**config.mk**
```make
export PLATFORM = sky130hd
export DESIGN_NAME = f1_light_seq
export DESIGN_NICKNAME = d
export VERILOG_FILES = /design/src/rtl/f1_pkg.sv /design/src/rtl/f1_lfsr.sv /design/src/rtl/f1_light_seq.sv
export SDC_FILE = /design/constraint.sdc
export NUM_CORES = 1
export LEC_CHECK = 0
export BUFFER_PORTS_ARGS = -buffer_cell sky130_fd_sc_hd__buf_2
export CAP_MARGIN = 5
export CORE_MARGIN = 2
export CORE_UTILIZATION = 51
export CTS_BUF_LIST = sky130_fd_sc_hd__clkbuf_16
export DETAILED_ROUTE_END_ITERATION = 8
export GPL_ROUTABILITY_DRIVEN = 0
export GPL_TIMING_DRIVEN = 0
export MAX_ROUTING_LAYER = met4
export PLACE_DENSITY = 0.74
export SYNTH_ARGS = -nofsm -noshare
export SYNTH_HDL_FRONTEND = slang
export SYNTH_SLANG_ARGS = --single-unit
```
**constraint.sdc**
```tcl
create_clock -name clk -period 1.9 [get_ports clk]
set_input_delay 0.19 -clock clk [delete_from_list [all_inputs] [get_ports clk]]
set_output_delay 0.19 -clock clk [all_outputs]
set_load 0.01 [all_outputs]
```
**src/rtl/f1_pkg.sv**
```systemverilog
// rtl/f1_pkg.sv - shared types, LFSR tap table and tap lookup for the F1 start-light sequencer
package f1_pkg;

  typedef enum logic [1:0] {
    ST_IDLE  = 2'd0,
    ST_FILL  = 2'd1,
    ST_HOLD  = 2'd2,
    ST_FAULT = 2'd3
  } state_t;

  // Maximal-length Fibonacci tap masks; bit k set means register bit k feeds the XOR.
  localparam logic [7:0] TAPS_W4 = 8'h0C;  // x^4 + x^3 + 1
  localparam logic [7:0] TAPS_W5 = 8'h14;  // x^5 + x^3 + 1
  localparam logic [7:0] TAPS_W6 = 8'h30;  // x^6 + x^5 + 1
  localparam logic [7:0] TAPS_W7 = 8'h60;  // x^7 + x^6 + 1
  localparam logic [7:0] TAPS_W8 = 8'hB8;  // x^8 + x^6 + x^5 + x^4 + 1

  function automatic logic [7:0] lfsr_taps(input int width);
    case (width)
      4:       return TAPS_W4;
      5:       return TAPS_W5;
      6:       return TAPS_W6;
      7:       return TAPS_W7;
      default: return TAPS_W8;
    endcase
  endfunction

endpackage

```
**src/rtl/f1_lfsr.sv**
```systemverilog
// rtl/f1_lfsr.sv - free-running maximal-length Fibonacci LFSR, seeded all ones
module f1_lfsr
  import f1_pkg::*;
#(
  parameter int WIDTH = 7
) (
  input  logic             clk,
  input  logic             rst,
  output logic [WIDTH-1:0] q
);

  localparam logic [7:0]       TAPS_ALL = lfsr_taps(WIDTH);
  localparam logic [WIDTH-1:0] TAPS     = TAPS_ALL[WIDTH-1:0];

  // Shift left every clock; the all-ones seed keeps the register out of the all-zero lock-up state.
  always_ff @(posedge clk or negedge rst) begin
    if (!rst) q <= '1;
    else      q <= {q[WIDTH-2:0], ^(q & TAPS)};
  end

endmodule

```
**src/rtl/f1_light_seq.sv**
```systemverilog
// rtl/f1_light_seq.sv - F1 start-light sequencer: fill, random hold, lights-out pulse, jump-start fault flash
module f1_light_seq
  import f1_pkg::*;
#(
  parameter int N_LIGHTS    = 8,
  parameter int DELAY_W     = 7,
  parameter int FIXED_DELAY = 0
) (
  input  logic                clk,
  input  logic                rst,
  input  logic                en,
  input  logic                trigger,
  input  logic                abort,
  output logic [N_LIGHTS-1:0] data_out,
  output logic                cmd_seq,
  output logic                cmd_delay,
  output logic                lights_out,
  output logic                fault
);

  localparam int                 CW         = $clog2(N_LIGHTS + 1);
  localparam logic [CW-1:0]      COUNT_MAX  = CW'(N_LIGHTS);
  localparam logic [DELAY_W-1:0] FIXED_LOAD = DELAY_W'(FIXED_DELAY);

  state_t              state, state_nx;
  logic [CW-1:0]       count, count_nx;
  logic [DELAY_W-1:0]  hold_cnt, hold_nx;
  logic                flash, flash_nx;
  logic                lights_out_nx;
  logic                trig_q;
  logic                trig_rise;
  logic [DELAY_W-1:0]  lfsr_q;
  logic [N_LIGHTS-1:0] fill_mask;

  f1_lfsr #(.WIDTH(DELAY_W)) u_lfsr (
    .clk (clk),
    .rst (rst),
    .q   (lfsr_q)
  );

  assign trig_rise = trigger & ~trig_q;

  // Delay the trigger level by one clock so only its rising edge starts a sequence.
  always_ff @(posedge clk or negedge rst) begin
    if (!rst) trig_q <= 1'b0;
    else      trig_q <= trigger;
  end

  // Lamp pattern while filling: the lowest `count` lamps lit.
  always_comb begin
    fill_mask = '0;
    for (int i = 0; i < N_LIGHTS; i++) fill_mask[i] = (i < int'(count));
  end

  // Sequencer state registers.
  always_ff @(posedge clk or negedge rst) begin
    if (!rst) begin
      state      <= ST_IDLE;
      count      <= '0;
      hold_cnt   <= '0;
      flash      <= 1'b0;
      lights_out <= 1'b0;
    end else begin
      state      <= state_nx;
      count      <= count_nx;
      hold_cnt   <= hold_nx;
      flash      <= flash_nx;
      lights_out <= lights_out_nx;
    end
  end

  // Next-state logic and Moore output decode; abort outranks the tick in FILL and HOLD.
  always_comb begin
    state_nx      = state;
    count_nx      = count;
    hold_nx       = hold_cnt;
    flash_nx      = flash;
    lights_out_nx = 1'b0;
    data_out      = '0;
    cmd_seq       = 1'b0;
    cmd_delay     = 1'b0;
    fault         = 1'b0;
    case (state)
      ST_IDLE: begin
        if (trig_rise) begin
          state_nx = ST_FILL;
          count_nx = CW'(1);
        end
      end
      ST_FILL: begin
        data_out = fill_mask;
        cmd_seq  = 1'b1;
        if (abort) begin
          state_nx = ST_FAULT;
          flash_nx = 1'b1;
        end else if (en) begin
          if (count < COUNT_MAX) begin
            count_nx = count + CW'(1);
          end else begin
            state_nx = ST_HOLD;
            hold_nx  = (FIXED_DELAY != 0) ? FIXED_LOAD : lfsr_q;
          end
        end
      end
      ST_HOLD: begin
        data_out  = '1;
        cmd_delay = 1'b1;
        if (abort) begin
          state_nx = ST_FAULT;
          flash_nx = 1'b1;
        end else if (en) begin
          hold_nx = hold_cnt - DELAY_W'(1);
          if (hold_cnt <= DELAY_W'(1)) begin
            state_nx      = ST_IDLE;
            count_nx      = '0;
            hold_nx       = '0;
            lights_out_nx = 1'b1;
          end
        end
      end
      ST_FAULT: begin
        fault    = 1'b1;
        data_out = flash ? '1 : '0;
        if (trig_rise) begin
          state_nx = ST_IDLE;
          count_nx = '0;
          flash_nx = 1'b0;
        end else if (en) begin
          flash_nx = ~flash;
        end
      end
      default: state_nx = ST_IDLE;
    endcase
  end

endmodule

```
## Word-level counts from Yosys, hierarchy flattened

Cells that the tools add are included.

- Flip-flop bits (word level): 23
- Input bits: 5
- Output and inout port bits: 12
- Logic and storage cells: 87

- Add/subtract/negate cells: 2
- Magnitude comparators: 10
- Equal/unequal tests: 18
- Muxes and demuxes: 38
- Bitwise logic cells: 3
- Reduce and logical (&&, ||, !) cells: 9

Operators by type and width:

| cell | count |
|---|---|
| 7-bit 2-to-1 mux | 6 |
| 4-bit 2-to-1 mux | 8 |
| 8-bit case mux with 3 select lines | 1 |
| 2-bit inequality test (second input constant) | 9 |
| 3-bit by 4-bit less-than comparator with 1-bit output (first input constant) | 4 |
| 2-bit 2-to-1 mux | 8 |
| 4-bit case mux with 4 select lines | 1 |
| 3-bit inequality test (second input constant) | 5 |
| 7-bit case mux with 2 select lines | 1 |
| 6-bit AND reduction | 2 |
| 1-bit 2-to-1 mux | 10 |
| 1-bit by 4-bit less-than comparator with 1-bit output (first input constant) | 2 |
| 2-bit by 4-bit less-than comparator with 1-bit output (first input constant) | 2 |
| 8-bit 2-to-1 mux | 1 |
| 2-bit case mux with 4 select lines | 1 |
| 8-bit AND reduction | 1 |
| 7-bit by 1-bit less-or-equal comparator with 1-bit output (second input constant) | 1 |
| 7-bit XOR reduction | 1 |
| 7-bit by 1-bit subtractor with 7-bit output (second input constant) | 1 |
| 4-bit by 1-bit adder with 4-bit output (second input constant) | 1 |
| 2-bit == test (second input constant) | 2 |
| 4-bit less-than comparator (second input constant) | 1 |
| 2-bit nonzero test | 2 |
| 3-bit AND reduction | 1 |
| 7 further kinds | 8 |

## Logic depth before layout (Yosys ltp)

- Depth in word-level cells: 5
- Gate-level depth with buffers: 8
- Depth with buffers taken out: 6

## Hierarchy

From an unflattened synthesis, not the netlist that was laid out.

- Cells, all modules: 151
- Area, all modules: 1428.9 µm²

By module, submodules not included:

| module | instances | cells each | area an instance (µm²) | sequential area each (µm²) |
|---|---|---|---|---|
| f1_light_seq | 1 | 143 | 1236.2 | 400.4 |
| f1_lfsr | 1 | 8 | 192.7 | 183.9 |

## Least setup slack after synthesis

No wires, ideal clock.

- Kind: reg-to-output
- Start point: register state[0]
- End point: output port data_out[0]
- Data arrival time: 1.711 ns
- Data required time: 1.710 ns
- Slack: -0.001 ns
- Stages on the path, launching flop included: 8
- Path buffers: 1
- Path through: dfrtp_1 inv_1 ha_1 buf_4 a21oi_1 a21oi_1 a21oi_1 o21ai_0

- Longest elaborated chain between the ends: 2
- Elaborated cells between the ends (all ways): 4
- Those cells by class: eq/ne: 3; mux: 1

RTL lines:

| item | RTL line | text |
|---|---|---|
| start, declared | f1_light_seq.sv:25 | `state_t state, state_nx;` |
| start signal, assigned | f1_light_seq.sv:64 | `state <= state_nx;` |
| 2-bit == test / 2-bit by 1-bit == test with 1-bit output (equally long branches) | f1_light_seq.sv:83 | `case (state)` |
| 8-bit case mux with 3 select lines * | f1_light_seq.sv:83 |  |
| end, declared | f1_light_seq.sv:14 | `output logic [N_LIGHTS-1:0] data_out,` |

Every way passes the cells marked *; elsewhere a longest branch is shown, timed or not.

## Worst setup path in the final report

- Start point: register state[0]
- End point: output port data_out[5]

The elaborated chain is that of the path after synthesis.

==> results <==
- The clock net sink count is 23.
- Using the TritonRoute via totals, the vias-per-cell ratio works out to 6.245.
- For this design the ratio of total power to cell area is 1863 nW/um^2.
- The layout-stage area growth over the synthesis result is 34.28%.
- The final instance count without filler cells is 212.
- The share of total power dissipated in sequential elements is 22.3%.
- The count of pins over their slew limit is 0.
- The pin count of the biggest net entering global routing is 24.
- On the final layout, the worst clock skew is 0.003683 ns.
- In the final layout, the share of cells above drive strength 1 is 40.33%.
- The combinational cell fraction of total power is 64.5%.
- The worst slew slack as a fraction of its limit is 66.31%.
- The number of CTS-inserted buffers is 3.
- The reported leakage power is 0.8431 nW.
- The HPWL after detailed placement is 2313 um.
- On the final layout, the worst hold slack is 0.04527 ns.
- The global router's overall resource usage is 24.18%.
- The synthesized area is 1409 um^2.
- After detailed routing, the total wire length is 3642 um.
- The multi-input combinational cells in the finished layout cover a total of 903.4 um^2.
- The DRC violation total after the first TritonRoute iteration is 57.
- The floorplan step defined a core boundary enclosing 2686 um^2.
- Traced cell by cell, the critical path runs through buf_6 -> ha_4 -> a21oi_4 -> a21oi_4 -> buf_4 -> a31o_2 -> buf_6.
- The share of Yosys cell area claimed by the top area cell type is 28.42%.
- The area share of xor/xnor cells in the synthesized design is 0.6217%.
- The wire length per cell is 17.18 um.
- The adder-cell area share of the yosys netlist is 8.881%.
- In this run the tool buffered the top-level ports with 16 buffer cells.
- The maximum buffer depth of the clock tree is 2.
- The TritonCTS clock tree is built.
- By count the netlist is led by 16 x sky130_fd_sc_hd__dfrtp_1, 15 x sky130_fd_sc_hd__inv_1, 12 x sky130_fd_sc_hd__a21oi_1.
- The largest family of logic cells by synthesized area is compound AO/OA/AOI/OAI gates.
- The horizontal die dimension is 56.56 um.
- The final number of setup-violating endpoints is 0.
- Internal power comes to 1.930 mW.
- The max-capacitance violation count is 0.
- The number of different library cells used by synthesis comes to 46.
- The antenna diode count is 0.
- The arrival time of the worst setup path is 1.68 ns.
- STA classifies the critical path endpoint as an output port.
- The post-synthesis cell type with the largest combined area is sky130_fd_sc_hd__dfrtp_1.
- The synthesized instance count is 146.
- The path category of the worst min-delay check is primary input to flip-flop.
- The flow ran to the end, and the final reports show no timing, DRC or antenna violations.
- The data required time at the worst endpoint is 1.71 ns.
- The kind of start point of the critical path is a flip-flop.
- Clock-pin slew was measured on the worst setup and hold paths at 0.06 ns.
- The share of flip-flops with an asynchronous set or reset is 100.0%.
- The number of inserted filler cells in the final layout is 187.
- After the last flow step, the layout net total stands at 197.
- The number of register bits inferred by synthesis is 23.
- Yosys mapped a number of flops with a built-in enable equal to 0.
- For this run, design rule violations remaining after detail routing come to 0.
- The initial antenna violation count is 0.
- The buffer cell driving the clock tree root is sky130_fd_sc_hd__clkbuf_16.
- Of the total power, the clock network draws 13.1%.
- The peak clock frequency supported by timing is 533.4 MHz.
- In this run the count of I/O pins placed on the die edge is 17.
- At the later pin of the worst-skew pair, clock insertion delay measures 0.26 ns.
- The number of warnings issued by yosys is 0.
- The first global-routing pass estimated 5920 um of wire.
- The transition time at the pin with the least slew margin is 0.5009 ns.
- The maximum cell stage delay along the critical path is 0.41 ns.
- The number of global-route vias before repair came to 1275.
- Once detail routing completed, the nets flagged for antenna violations numbered 0.
- The average cell area after synthesis is 9.650 um^2.
- Setup repair after global routing could not meet its margin everywhere.
- Across the whole layout, storage elements account for 585.6 um^2.
- The final hold violation count came to 0.
- The library cell with the highest instance count after synthesis is sky130_fd_sc_hd__dfrtp_1.
- The synthesized net count is 161.
- The synthesized netlist devotes 28.15% of its cell area to compound gates.
- The H-tree depth is 1.
- The switching power as a share of total power is 45.25%.
- The total grt overflow is 0.
- Yosys attributes the largest share of cell area to sky130_fd_sc_hd__dfrtp_1 28%, sky130_fd_sc_hd__dfstp_2 13%, sky130_fd_sc_hd__ha_1 8.9%, sky130_fd_sc_hd__a21oi_1 4.3%, sky130_fd_sc_hd__inv_1 4.0%.
- The die outline area is 3199 um^2.
- VDD sags by at most 0.001431 V.
- The number of iterations in the first detailed-routing pass is 4.
- For this design, the slowest cell found on the critical path is sky130_fd_sc_hd__dfrtp_1.
- The multiplexer area fraction after synthesis is 1.421%.
- The portion of the post-synthesis area used by sequential elements is 41.47%.
- The vertical die dimension is 56.56 um.
- The floorplan has 19 rows.
- The worst setup path is of the flip-flop to output port kind.
- The starting density of the core is 52.45%.
- The simple-gate share of the synthesized area is 14.39%.
- Including well taps, the total number of placed cells is 193.
- The net switching component of the power is 1.594 mW.
- The dominant register cell in the synthesized netlist is sky130_fd_sc_hd__dfrtp_1.
- Along the worst path, the maximum fanout reaches 4.
- Across all layers, the routed design uses 1324 vias.
- Dividing the final minimum period by the clock period gives 98.66%.
- The worst path needs 1.875 ns of the cycle, external delays included.
==> critical path: cells and delay by family (launching register included) <==
kind	cells	cell delay (ns)
AOI/OAI and AO/OA	3	0.44
DFF	1	0.41
buffers and inverters	3	0.39
adders and majority gates	1	0.18
==> layout make-up <==
type                       instances  share of cell area [%]
inverter                          16                   3.505
clock inverter                     1                  0.2646
buffer                             1                  0.2646
tap                               31                   2.050
multi-input combinational        105                   47.75
clock buffer                       3                   3.968
timing repair buffer              32                   11.24
sequential                        23                   30.95
==> routing by layer <==
metal  GRT usage (%)  up-vias  routed length (um)  share of wire, %
met5               -        -                   0                 0
met4           8.503        0                  93               2.6
met3           2.995       13                 228               6.3
met2           40.70       57                1771                49
met1           29.85      644                1548                43
li1                -      610                   -                 -
==> flip-flops by register name (all words and copies together) (netlist names) <==
name and count:
count 4, u_lfsr.q 7, hold_cnt 7, state 2, lights_out 1, flash 1
trig_q 1
==> cell usage in the layout, fill, tap and decap left out, drive strengths merged, types with 2 or more instances in the layout <==
master / instances
buf: 31
dfrtp: 16
inv: 15
a21oi: 12
o21ai: 10
ha: 10
nor2: 9
dfstp: 7
nand2: 7
nor2b: 5
o22ai: 4
nand3: 4
a41oi: 4
clkbuf: 4
a21boi: 3
nor3: 3
nand2b: 2
nor4: 2
a221oi: 2
mux2i: 2
o2bb2ai: 2
o31ai: 2
a2bb2oi: 2
o21bai: 2
o41ai: 2
==> timing repair <==
item,4_1_cts,5_1_grt
pin swaps,2,8
endpoints found under the hold margin,16,0
endpoints found under the setup margin,21,19
hold buffers,1,0
gates resized for setup,23,19
setup buffers,9,6
==> power groups by stage <==
stage               logic, mW  registers, mW  clock network (mW)
floorplan                1.18          0.727                   0
finish                   2.27          0.787               0.463
CTS                      1.98          0.773               0.465
detailed placement       1.59          0.766                   0
global route             2.46          0.804               0.488
global placement         1.56          0.754                   0
==> path summary, 6_finish.rpt <==
kind	from	to	slack (ns)	depth (start not counted)
min in group asynchronous	rst	flash	0.43	2
hold / removal	trigger	trig_q	0.05	1
setup reg to reg	hold_cnt[2]	state[1]	0.10	4
setup / recovery	state[0]	data_out[5]	0.03	7
hold reg to reg	u_lfsr.q[1]	u_lfsr.q[2]	0.37	0
max in group asynchronous	rst	state[1]	1.10	2
==> stage by stage <==
step | cell area, um^2 | TNS (ns) | utilization [%] | worst slack [ns] | total power, mW
2_1_floorplan | 1413 | 0 | - | 0.02000 | 1.910
3_3_place_gp | 1531 | -2.441 | 57.01 | -0.3217 | 2.311
3_5_place_dp | 1531 | -3.227 | 57.01 | -0.3574 | 2.360
4_1_cts | 1777 | -0.02603 | 66.14 | -0.01773 | 3.219
5_1_grt | 1892 | -0.1438 | 70.42 | -0.03608 | 3.753
6_report | 1892 | 0 | 70.42 | 0.02538 | 3.524
==> cell families after synthesis <==
kind of cell | count (synthesis)
adders and majority gates | 10
AOI/OAI and AO/OA | 55
buffers and inverters | 18
xor gates and xnor gates | 1
DFF | 23
and+or+nand+nor | 37
muxes | 2
(Power assumes the default switching activity.)
